### config.mk
export PLATFORM = sky130hd
export DESIGN_NAME = rr_mux_arbiter
export DESIGN_NICKNAME = d
export VERILOG_FILES = /design/src/rtl/arb_pkg.sv /design/src/rtl/rr_pick.sv /design/src/rtl/rr_mux_arbiter.sv
export SDC_FILE = /design/constraint.sdc
export NUM_CORES = 1
export LEC_CHECK = 0
export BUFFER_PORTS_ARGS = -buffer_cell sky130_fd_sc_hd__buf_2
export CORE_MARGIN = 2
export CORE_UTILIZATION = 58
export CTS_BUF_LIST = sky130_fd_sc_hd__clkbuf_4 sky130_fd_sc_hd__clkbuf_8
export CTS_CLUSTER_SIZE = 10
export DETAILED_ROUTE_END_ITERATION = 16
export GPL_ROUTABILITY_DRIVEN = 0
export PLACE_DENSITY_LB_ADDON = 0.25
export SYNTH_ARGS = -nofsm -noshare
export SYNTH_HDL_FRONTEND = slang
export SYNTH_HIERARCHICAL = 1
export SYNTH_SLANG_ARGS = --single-unit
### constraint.sdc
create_clock -name CLK -period 2.2 [get_ports CLK]
set_clock_uncertainty 0.2 [all_clocks]
set_input_delay 0.66 -clock CLK [delete_from_list [all_inputs] [get_ports CLK]]
set_output_delay 0.66 -clock CLK [all_outputs]
set_load 0.01 [all_outputs]
### src/rtl/arb_pkg.sv
// rtl/arb_pkg.sv - shared types and sizes for the round-robin arbiters
package arb_pkg;

  localparam int NUM_REQ = 4;
  localparam int SEL_W   = 2;

  typedef enum logic {
    IDLE,
    HOLD
  } arb_state_t;

endpackage

### src/rtl/rr_pick.sv
// rtl/rr_pick.sv - combinational round-robin winner search
// Scans req & ~mask in the order ptr, ptr+1, ... (mod NUM_REQ).
module rr_pick
  import arb_pkg::*;
(
  input  logic [NUM_REQ-1:0] req,
  input  logic [SEL_W-1:0]   ptr,
  input  logic [NUM_REQ-1:0] mask,
  output logic [SEL_W-1:0]   winner,
  output logic               found
);

  logic [NUM_REQ-1:0] elig;
  logic [SEL_W-1:0]   idx;

  always_comb begin
    elig   = req & ~mask;
    winner = '0;
    found  = 1'b0;
    idx    = '0;
    // Walk from the farthest candidate back to ptr so the nearest one wins.
    for (int k = NUM_REQ - 1; k >= 0; k--) begin
      idx = ptr + SEL_W'(k);
      if (elig[idx]) begin
        winner = idx;
        found  = 1'b1;
      end
    end
  end

endmodule

### src/rtl/rr_mux_arbiter.sv
// rtl/rr_mux_arbiter.sv - 4-way round-robin arbiter driving a MUX4_1 select
// Grant is held until DONE, withdrawal of the owner's request, or watchdog expiry.
module rr_mux_arbiter
  import arb_pkg::*;
#(
  parameter int MAX_HOLD = 16,
  parameter int CNT_W    = 8
) (
  input  logic               CLK,
  input  logic               RST,
  input  logic [NUM_REQ-1:0] REQ,
  input  logic               DONE,
  output logic [NUM_REQ-1:0] GNT,
  output logic [SEL_W-1:0]   SEL,
  output logic               VALID,
  output logic               TIMEOUT
);

  localparam logic [CNT_W-1:0] HOLD_LAST = CNT_W'(MAX_HOLD - 1);

  arb_state_t         state_q, state_n;
  logic [SEL_W-1:0]   ptr_q, ptr_n;
  logic [CNT_W-1:0]   cnt_q, cnt_n;
  logic [NUM_REQ-1:0] gnt_n;
  logic [SEL_W-1:0]   sel_n;
  logic               valid_n;
  logic               timeout_n;

  logic [SEL_W-1:0]   win;
  logic               found;
  logic               expire;
  logic               rel;
  logic               take_new;

  // GNT is zero in IDLE, so it doubles as the "exclude the releasing owner" mask.
  rr_pick u_pick (
    .req    (REQ),
    .ptr    (ptr_q),
    .mask   (GNT),
    .winner (win),
    .found  (found)
  );

  always_comb begin
    state_n   = state_q;
    ptr_n     = ptr_q;
    cnt_n     = cnt_q;
    gnt_n     = GNT;
    sel_n     = SEL;
    valid_n   = VALID;
    timeout_n = 1'b0;
    take_new  = 1'b0;
    expire    = (MAX_HOLD != 0) && (cnt_q == HOLD_LAST) && !DONE;
    rel       = DONE || !REQ[SEL] || expire;

    case (state_q)
      IDLE: begin
        if (found) take_new = 1'b1;
      end
      HOLD: begin
        if (rel) begin
          timeout_n = expire;
          if (found) begin
            take_new = 1'b1;
          end else begin
            state_n = IDLE;
            gnt_n   = '0;
            valid_n = 1'b0;
          end
        end else if (cnt_q != '1) begin
          cnt_n = cnt_q + 1'b1;
        end
      end
      default: state_n = IDLE;
    endcase

    if (take_new) begin
      state_n    = HOLD;
      gnt_n      = '0;
      gnt_n[win] = 1'b1;
      sel_n      = win;
      valid_n    = 1'b1;
      ptr_n      = win + 1'b1;
      cnt_n      = '0;
    end
  end

  always_ff @(posedge CLK) begin
    if (RST) begin
      state_q <= IDLE;
      ptr_q   <= '0;
      cnt_q   <= '0;
      GNT     <= '0;
      SEL     <= '0;
      VALID   <= 1'b0;
      TIMEOUT <= 1'b0;
    end else begin
      state_q <= state_n;
      ptr_q   <= ptr_n;
      cnt_q   <= cnt_n;
      GNT     <= gnt_n;
      SEL     <= sel_n;
      VALID   <= valid_n;
      TIMEOUT <= timeout_n;
    end
  end

endmodule

After elaboration in Yosys (flattened, before gate mapping)
Index checks and enable logic that the tools add are counted.

storage, ports and cells
  register bits after elaboration = 19
  input port bits = 7
  output and inout bits = 8
  logic and storage cells = 72

cells by class
  add/subtract/negate cells = 5
  order comparisons = 7
  equal/unequal tests = 3
  multiplexer cells = 34
  bitwise gates (word level) = 4
  reductions and logical operators = 12

operators by type and width
  operator             number
  $mux 1               19
  $lt 2x3->1 const B   6
  $mux 4               4
  $bmux 1 s2           5
  $add 8x1->8 const B  1
  $eq 8x4->1 const B   1
  $mux 2               4
  $ne 8x8->1 const B   1
  $reduce_and 3->1     2
  $add 2x1->2 const B  2
  $add 2x2->2 const B  2
  $and 4x4->4          1
  $not 4->4            1
  $reduce_bool 2->1    2
  $reduce_or 3->1      1
  $demux 1 s2          1
  $ge 2x1->1 const B   1
  $logic_and 1x1->1    2
  $logic_not 1->1      2
  $logic_or 1x1->1     2
  $ne 2x1->1 const B   1
  $not 1->1            2
  $pmux 1 s2           1
  $reduce_or 2->1      1

Depth between registers and ports, before layout
Gate-level depths: netlist of run 1.

  word-level depth = 13
  depth in mapped cells = 8
  depth with buffers taken out = 8

Hierarchy
Netlist of run 1, hierarchy kept.

by module, submodules not included
  module          times used  cells each  area each (µm²)  sequential area each (µm²)
  rr_mux_arbiter  1           96          938.4            380.4
  rr_pick         1           17          107.6            0.0

Least setup slack after synthesis of run 1
Ideal clock, no wire load.

  path type = input to register
  from = input DONE
  to = register GNT[0]
  data arrival time = 1.787 ns
  path slack = 0.086 ns
  stages = 5
  path buffers = 0
  cells stage by stage = or4_4 > nor3_4 > o22ai_1 > a2bb2oi_1 > nor2_1

between the ends
  word-level cells in the longest chain between the ends = 7

ends and longest elaborated chain
  what                                                              line                   text
  start, declared                                                   rr_mux_arbiter.sv:12   input logic DONE,
  $logic_not 1->1                                                   rr_mux_arbiter.sv:53   expire = (MAX_HOLD != 0) && (cnt_q == HOLD_LAST) && !DONE;
  $logic_and 1x1->1                                                 rr_mux_arbiter.sv:53
  $logic_or 1x1->1 (*)                                              rr_mux_arbiter.sv:54   rel = DONE || !REQ[SEL] || expire;
  $mux 1                                                            rr_mux_arbiter.sv:61   if (rel) begin
  $pmux 1 s2                                                        rr_mux_arbiter.sv:56   case (state_q)
  $ne 2x1->1 (no source line) or $reduce_bool 2->1 (tied branches)  n/a
  $reduce_and 3->1 (no source line)                                 n/a
  end signal, assigned                                              rr_mux_arbiter.sv:101  GNT <= gnt_n;
  end, declared                                                     rr_mux_arbiter.sv:13   output logic [NUM_REQ-1:0] GNT,

Mark *: on every way between the ends. The rest lies on a longest branch, timed or not.
A chain may end at the register's enable or synchronous reset.

Worst setup path after layout of run 1
  from = input DONE
  to = register cnt_q[6]

between the ends
  word-level cells in the longest chain between the ends = 6

ends and longest elaborated chain
  what                              line                   text
  $logic_not 1->1                   rr_mux_arbiter.sv:53
  $logic_and 1x1->1                 rr_mux_arbiter.sv:53
  $logic_or 1x1->1 (*)              rr_mux_arbiter.sv:54
  $mux 1                            rr_mux_arbiter.sv:61
  $pmux 1 s2                        rr_mux_arbiter.sv:56
  $reduce_or 2->1 (no source line)  n/a
  end signal, assigned              rr_mux_arbiter.sv:100  cnt_q <= cnt_n;
  end, declared                     rr_mux_arbiter.sv:23   logic [CNT_W-1:0] cnt_q, cnt_n;

Marks and branches as above.

==> run_results.csv, run 1 <==
group,metric,value,unit
power_and_ir_drop,ir_drop,687.0,µV
route,met1_length,993,µm
die,start_util,61.25,%
die,die-area,0.002159,mm²
flow_run,drv_cap,0,
yosys,syn_area_per_cell,9.257,µm²
route,drt_pass1_iterations,4,
sta,relSlewSlack,68.39,%
route,drt_wl_total,2.041,mm
route,via_per_inst,5.428,
grt,grt_pass1_wl,3.415,mm
sta,whs,286.6,ps
grt,grt_antenna_before_repair,0,
layout,nets,147,
sta,setup_violations,0,
die,rows,15,
place,hpwlAfterDp,1.596,mm
yosys,async_flop_share,0,%
die,die_x,46.47,µm
setup_path,cp.arrival,2060,ps
yosys,ys_ff_latch,19,
route,met3_length,101,µm
grt,grtUsageTotal,22.11,%
yosys,syn_nets,125,
cts,cts_tree,"yes",
yosys,synth_cells,113,
sta,period_needed,2032,ps
die,die_height,46.47,µm
route,postRouteAntennaNets,0,
yosys,ys.flop_type,"dfxtp_1",
die,ios,15,
cts,clock_sinks,19,
route,first_iter_violations,23,
cts,post_cts_resized,0,
grt,grt_pass1_vias,774,
sta,grt_setup_unrepaired,"no",
cts,clock_path_buffers,2,
cts,hold_buffers,0,
min_path,hold_path_class,"flip-flop to flip-flop",
power_and_ir_drop,power.density,862.9,mW/mm²
outcome,status,"completed",
layout,antennaDiodeCount,0,
yosys,synth_edf_count,0,
place,dp_slack,-122.2,ps
sta,slew_violations,0,
sta,hold_viol_final,0,
setup_path,end_kind,"flip-flop",
setup_path,cp-start-kind,"input port",
yosys,synth_top_cell_by_area,"dfxtp_1",
cts,cts_root_buf,"clkbuf_4",
route,avgRoutedWirePerCell,12.84,µm
setup_path,crit_fanout,10,
layout,final_core_util,70.11,%
cts,post-cts-setup-buffer-count,0,
power_and_ir_drop,fin_total_pwr,1.033,mW
yosys,yosysWarnings,6,
setup_path,worstPathRequired,2230,ps
yosys,seq_area_frac_synth,36.36,%
grt,grt_remaining_overflow,0,
grt,grt_max_degree,13,
layout,drive_gt1_share,25.37,%
die,core,0.001708,mm²
sta,fin_setup_tns,0,ps
cts,clkSlewWorstSetupHoldPaths,110,ps
route,route.detailed.drc,0,
cts,clock_latency,290,ps
cts,cts_max_level,1,
layout,fillers,136,
power_and_ir_drop,p_leak,0.4740,nW
sta,setup_ws,168.1,ps
route,vias,863,
layout,areaGrowthSynthToFinish,14.47,%
sta,max_freq,492.2,MHz
yosys,synth_top_area_share,36.36,%
yosys,synth_cell_types,35,
sta,tightestPinTransition,473.7,ps
yosys,synthTopCellsByArea,"dfxtp_1, mux2i_1, nor2_1",
route,wl_met2,932,µm
route,top_layer_used,"met4",
place,port_buffers,14,
sta,finalCritPeriodShare,92.36,%
cts,cts_buffers,3,
setup_path,path_class,"input port to flip-flop",
setup_path,r2r_slack,180,ps
yosys,syn_area,0.001046,mm²
-- flip-flops by register name, indices dropped and copies added, names as in the netlist --
| signal | count |
|---|---|
| VALID | 1 |
| ptr_q | 2 |
| cnt_q | 8 |
| TIMEOUT | 1 |
| GNT | 4 |
| state_q | 1 |
| SEL | 2 |
-- cells in the final DEF (no fill, tap or decap), drive strengths merged --
cell type,count
a211oi,1
a21oi,3
a2bb2oi,5
a31oi,1
and2b,1
and4,2
buf,19
clkbuf,3
clkinv,1
dfxtp,19
ha,5
inv,8
mux2,1
mux2i,7
nand2b,4
nand3,3
nand3b,2
nand4,3
nor2,19
nor2b,4
nor3,4
nor3b,2
nor4,3
nor4b,2
o21ai,4
o22ai,1
or4,1
xnor2,6
-- Yosys cell counts, types with 2 or more instances --
master / count
nand4_1: 3
nand3_1: 3
nor3b_1: 2
nor3_1: 2
mux2i_1: 7
nor2_1: 18
inv_1: 8
a21oi_1: 3
xnor2_1: 6
nor4b_1: 2
dfxtp_1: 19
nor4_1: 3
a2bb2oi_1: 4
nand3b_1: 2
ha_1: 5
nor2b_1: 4
o21ai_0: 2
nand2b_1: 3
-- layout make-up --
cell class | count | area, µm² | share of cell area (%)
multi-input cells | 84 | 620.6 | 51.83
flip-flops and latches | 19 | 380.4 | 31.77
repair buffers | 19 | 107.6 | 8.986
well taps | 25 | 31.28 | 2.612
inverters | 8 | 30.03 | 2.508
clock buffers | 3 | 22.52 | 1.881
clock inverters | 1 | 5.005 | 0.4180
-- worst max-delay path: stages --
cell and delay, ps:
buf_2 100, buf_4 130, nor3b_1 230, a2bb2oi_2 190, o21ai_4 350, nand2b_2 200, nor3_2 200
-- final timing paths --
kind / from / endpoint / cells after the start
min reg2reg: VALID$_SDFFE_PP0P_ / VALID$_SDFFE_PP0P_ / 2
max reg2reg: cnt_q[0]$_SDFFE_PP0P_ / cnt_q[2]$_SDFFE_PP0P_ / 7
max: DONE / cnt_q[6]$_SDFFE_PP0P_ / 7
min: VALID$_SDFFE_PP0P_ / VALID$_SDFFE_PP0P_ / 2
-- logic make-up (layout without fill, tap and decap cells) --
logic type | Yosys count | count (layout) | share of synthesized area (%)
AO/OA/AOI/OAI | 15 | 15 | 11.60
XOR/XNOR | 6 | 6 | 5.024
adder cells (fa/ha/maj) | 5 | 5 | 5.981
buffers and inverters | 10 | 31 | 4.306
flip-flops | 19 | 19 | 36.36
multiplexers | 8 | 8 | 7.775
AND/OR/NAND/NOR | 50 | 50 | 28.95
-- power by group --
group          total, mW  internal (mW)  switching [mW]
Clock              0.175         0.0676           0.108
Combinational      0.406          0.201           0.205
Sequential         0.452          0.396          0.0559
-- per-stage QoR --
| step | cells | area [µm²] |
|---|---|---|
| final | 159 | 1197 |
| after CTS | 159 | 1197 |
| after global routing | 159 | 1197 |
| after floorplan | 113 | 1046 |
| after global placement | 155 | 1170 |
| after detailed placement | 155 | 1170 |
-- layer usage --
| layer | global-route usage (%) | up-vias |
|---|---|---|
| li1 | - | 441 |
| met1 | 30.55 | 396 |
| met5 | 0 | - |
| met3 | 3.922 | 2 |
| met4 | 8.000 | 0 |
| met2 | 34.17 | 24 |
No activity file was read; power rests on OpenSTA's default activity.
==> run 2: changes to the inputs <==
CORE_MARGIN = 5   (was 2)
GPL_ROUTABILITY_DRIVEN = unset   (was 0)
==> run_results.csv, run 2 (synthesized netlist as in run 1, its figures left out) <==
group,metric,value,unit
outcome,status,"completed",
power_and_ir_drop,clkPwrFrac,17.7,%
cts,cts_root_buf,"clkbuf_4",
layout,largest_reg_flops,8,
setup_path,slowest_delay,410,ps
setup_path,path_cells,"mux2_2, a2bb2oi_2, o21ai_4, buf_4, mux2i_1, nor2_1",
layout,mostFrequentLayoutCell,"dfxtp_1",
die,core,0.001727,mm²
layout,fin_area,0.001230,mm²
route,drt_wl_total,2.182,mm
setup_path,cp-start-kind,"flip-flop",
route,first_iter_violations,38,
power_and_ir_drop,comb_power_share,40.7,%
setup_path,startpoint,"SEL[0]$_SDFFE_PP0P_",
place,placed_area,0.001177,mm²
sta,setup_violations,0,
sta,max_freq,488.0,MHz
sta,period_needed,2049,ps
layout,regMostFlops,"cnt_q",
grt,grt_pass1_vias,805,
die,die-area,0.002753,mm²
cts,cts_max_level,1,
die,die_height,52.47,µm
route,route.detailed.drc,0,
sta,finalCritPeriodShare,93.14,%
power_and_ir_drop,ir_drop,624.0,µV
sta,whs,302.6,ps
die,ios,15,
route,avgRoutedWirePerCell,13.39,µm
setup_path,critPathBufInv,1,
setup_path,r2r_slack,150,ps
grt,grtUsageTotal,18.04,%
setup_path,path_class,"flip-flop to flip-flop",
cts,cts_tree,"yes",
layout,antennaDiodeCount,0,
layout,areaGrowthSynthToFinish,17.58,%
setup_path,end_kind,"flip-flop",
min_path,hold_depth,2,
min_path,hp-start,"VALID$_SDFFE_PP0P_",
place,place_congestion,0.9167,
cts,hold_buffers,0,
setup_path,worstPathRequired,2200,ps
grt,grt_pass1_wl,3.615,mm
setup_path,path_delay_family,"compound AO/OA/AOI/OAI gates",
grt,grt_max_degree,13,
cts,clock_latency,300,ps
setup_path,regToRegEndpoint,"ptr_q[1]$_SDFFE_PP0P_",
grt,grt_antenna_before_repair,0,
setup_path,cp.arrival,2050,ps
flow_run,drv_cap,0,
layout,reg_top3,"cnt_q x8, GNT x4",
power_and_ir_drop,p_leak,0.4951,nW
setup_path,crit_fanout,9,
min_path,hold_path_class,"flip-flop to flip-flop",
sta,relSlewSlack,69.04,%
sta,slew_violations,0,
setup_path,r2r_cells,6,
die,start_util,60.58,%
power_and_ir_drop,power.density,876.9,mW/mm²
route,postRouteAntennaNets,0,
setup_path,r2r-start,"SEL[0]$_SDFFE_PP0P_",
place,hpwlAfterDp,1.608,mm
power_and_ir_drop,p_int,696.5,µW
route,via_per_inst,5.540,
layout,drive_gt1_share,27.54,%
power_and_ir_drop,power_switching,382.0,µW
route,drt_pass1_iterations,4,
cts,clock_path_buffers,2,
cts,cts_buffers,3,
layout,final_core_util,71.23,%
die,die_x,52.47,µm
die,rows,15,
grt,grt_remaining_overflow,0,
sta,tightestPinTransition,464.0,ps
sta,fin_setup_tns,0,ps
setup_path,worst_path_max_delay_cell,"dfxtp_1",
route,vias,903,
power_and_ir_drop,swShare,35.42,%
place,port_buffers,14,
power_and_ir_drop,seqPwrFrac,41.6,%
layout,final_cell_mix,"dfxtp_1, nor2_1, buf_2, buf_4, inv_1",
sta,setup_ws,150.8,ps
cts,clkSlewWorstSetupHoldPaths,100,ps
min_path,worstHoldEndpoint,"VALID$_SDFFE_PP0P_",
cts,clock_sinks,19,
layout,nets,151,
place,dp_slack,-71.51,ps
sta,hold_viol_final,0,
sta,grt_setup_unrepaired,"no",
run 2: changes by cell type in the layout (fill, tap and decap cells not counted):
cell      previous run  this run
buf_4                5         9
clkbuf_4             3         4
clkinv_2             1         0
run 2: power groups by stage:
stage	Sequential [mW]	Clock, mW	Combinational (mW)
global route	0.460	0.214	0.483
CTS	0.449	0.198	0.417
global placement	0.454	0	0.404
finish	0.449	0.191	0.439
floorplan	0.461	0	0.281
detailed placement	0.456	0	0.415
run 2: layout make-up:
type                            instances  area, µm²
Clock buffer                            4      30.03
Fill cell                             141      496.7
Inverter                                8      30.03
Multi-Input combinational cell         84      620.6
Sequential cell                        19      380.4
Tap cell                               25      31.28
Timing Repair Buffer                   23      137.6
run 2: how the worst max path moves through the flow:
stage | endpoint | slack, ps | cells after the start
final | ptr_q[1]$_SDFFE_PP0P_ | 150 | 6
after floorplan | GNT[0]$_SDFFE_PP0P_ | 90 | 5
after global placement | GNT[2]$_SDFFE_PP0P_ | -60 | 6
after detailed placement | cnt_q[6]$_SDFFE_PP0P_ | -70 | 7
after global routing | ptr_q[1]$_SDFFE_PP0P_ | 40 | 8
after CTS | cnt_q[6]$_SDFFE_PP0P_ | 100 | 7
run 2: worst min-delay path, stage by stage (launching register included):
cell and delay, ps:
dfxtp_1 320, o21ai_0 70, a21oi_1 70
run 2: metal layers:
metal	track usage, %	share of wire, %
met5	0	0
met4	7.660	2.2
met3	6.268	5.5
met2	27.07	45
met1	23.21	47
run 2: timing repair:
item	4_1_cts	5_1_grt
endpoints found under the setup margin	0	1
setup buffers	0	3
gates resized for setup	0	0
run 2: through the flow:
| step | total power, mW | std cells |
|---|---|---|
| CTS | 1.063 | 160 |
| detailed placement | 0.8707 | 156 |
| finish | 1.079 | 163 |
| global placement | 0.8584 | 156 |
| global route | 1.158 | 163 |
| floorplan | 0.7421 | 113 |
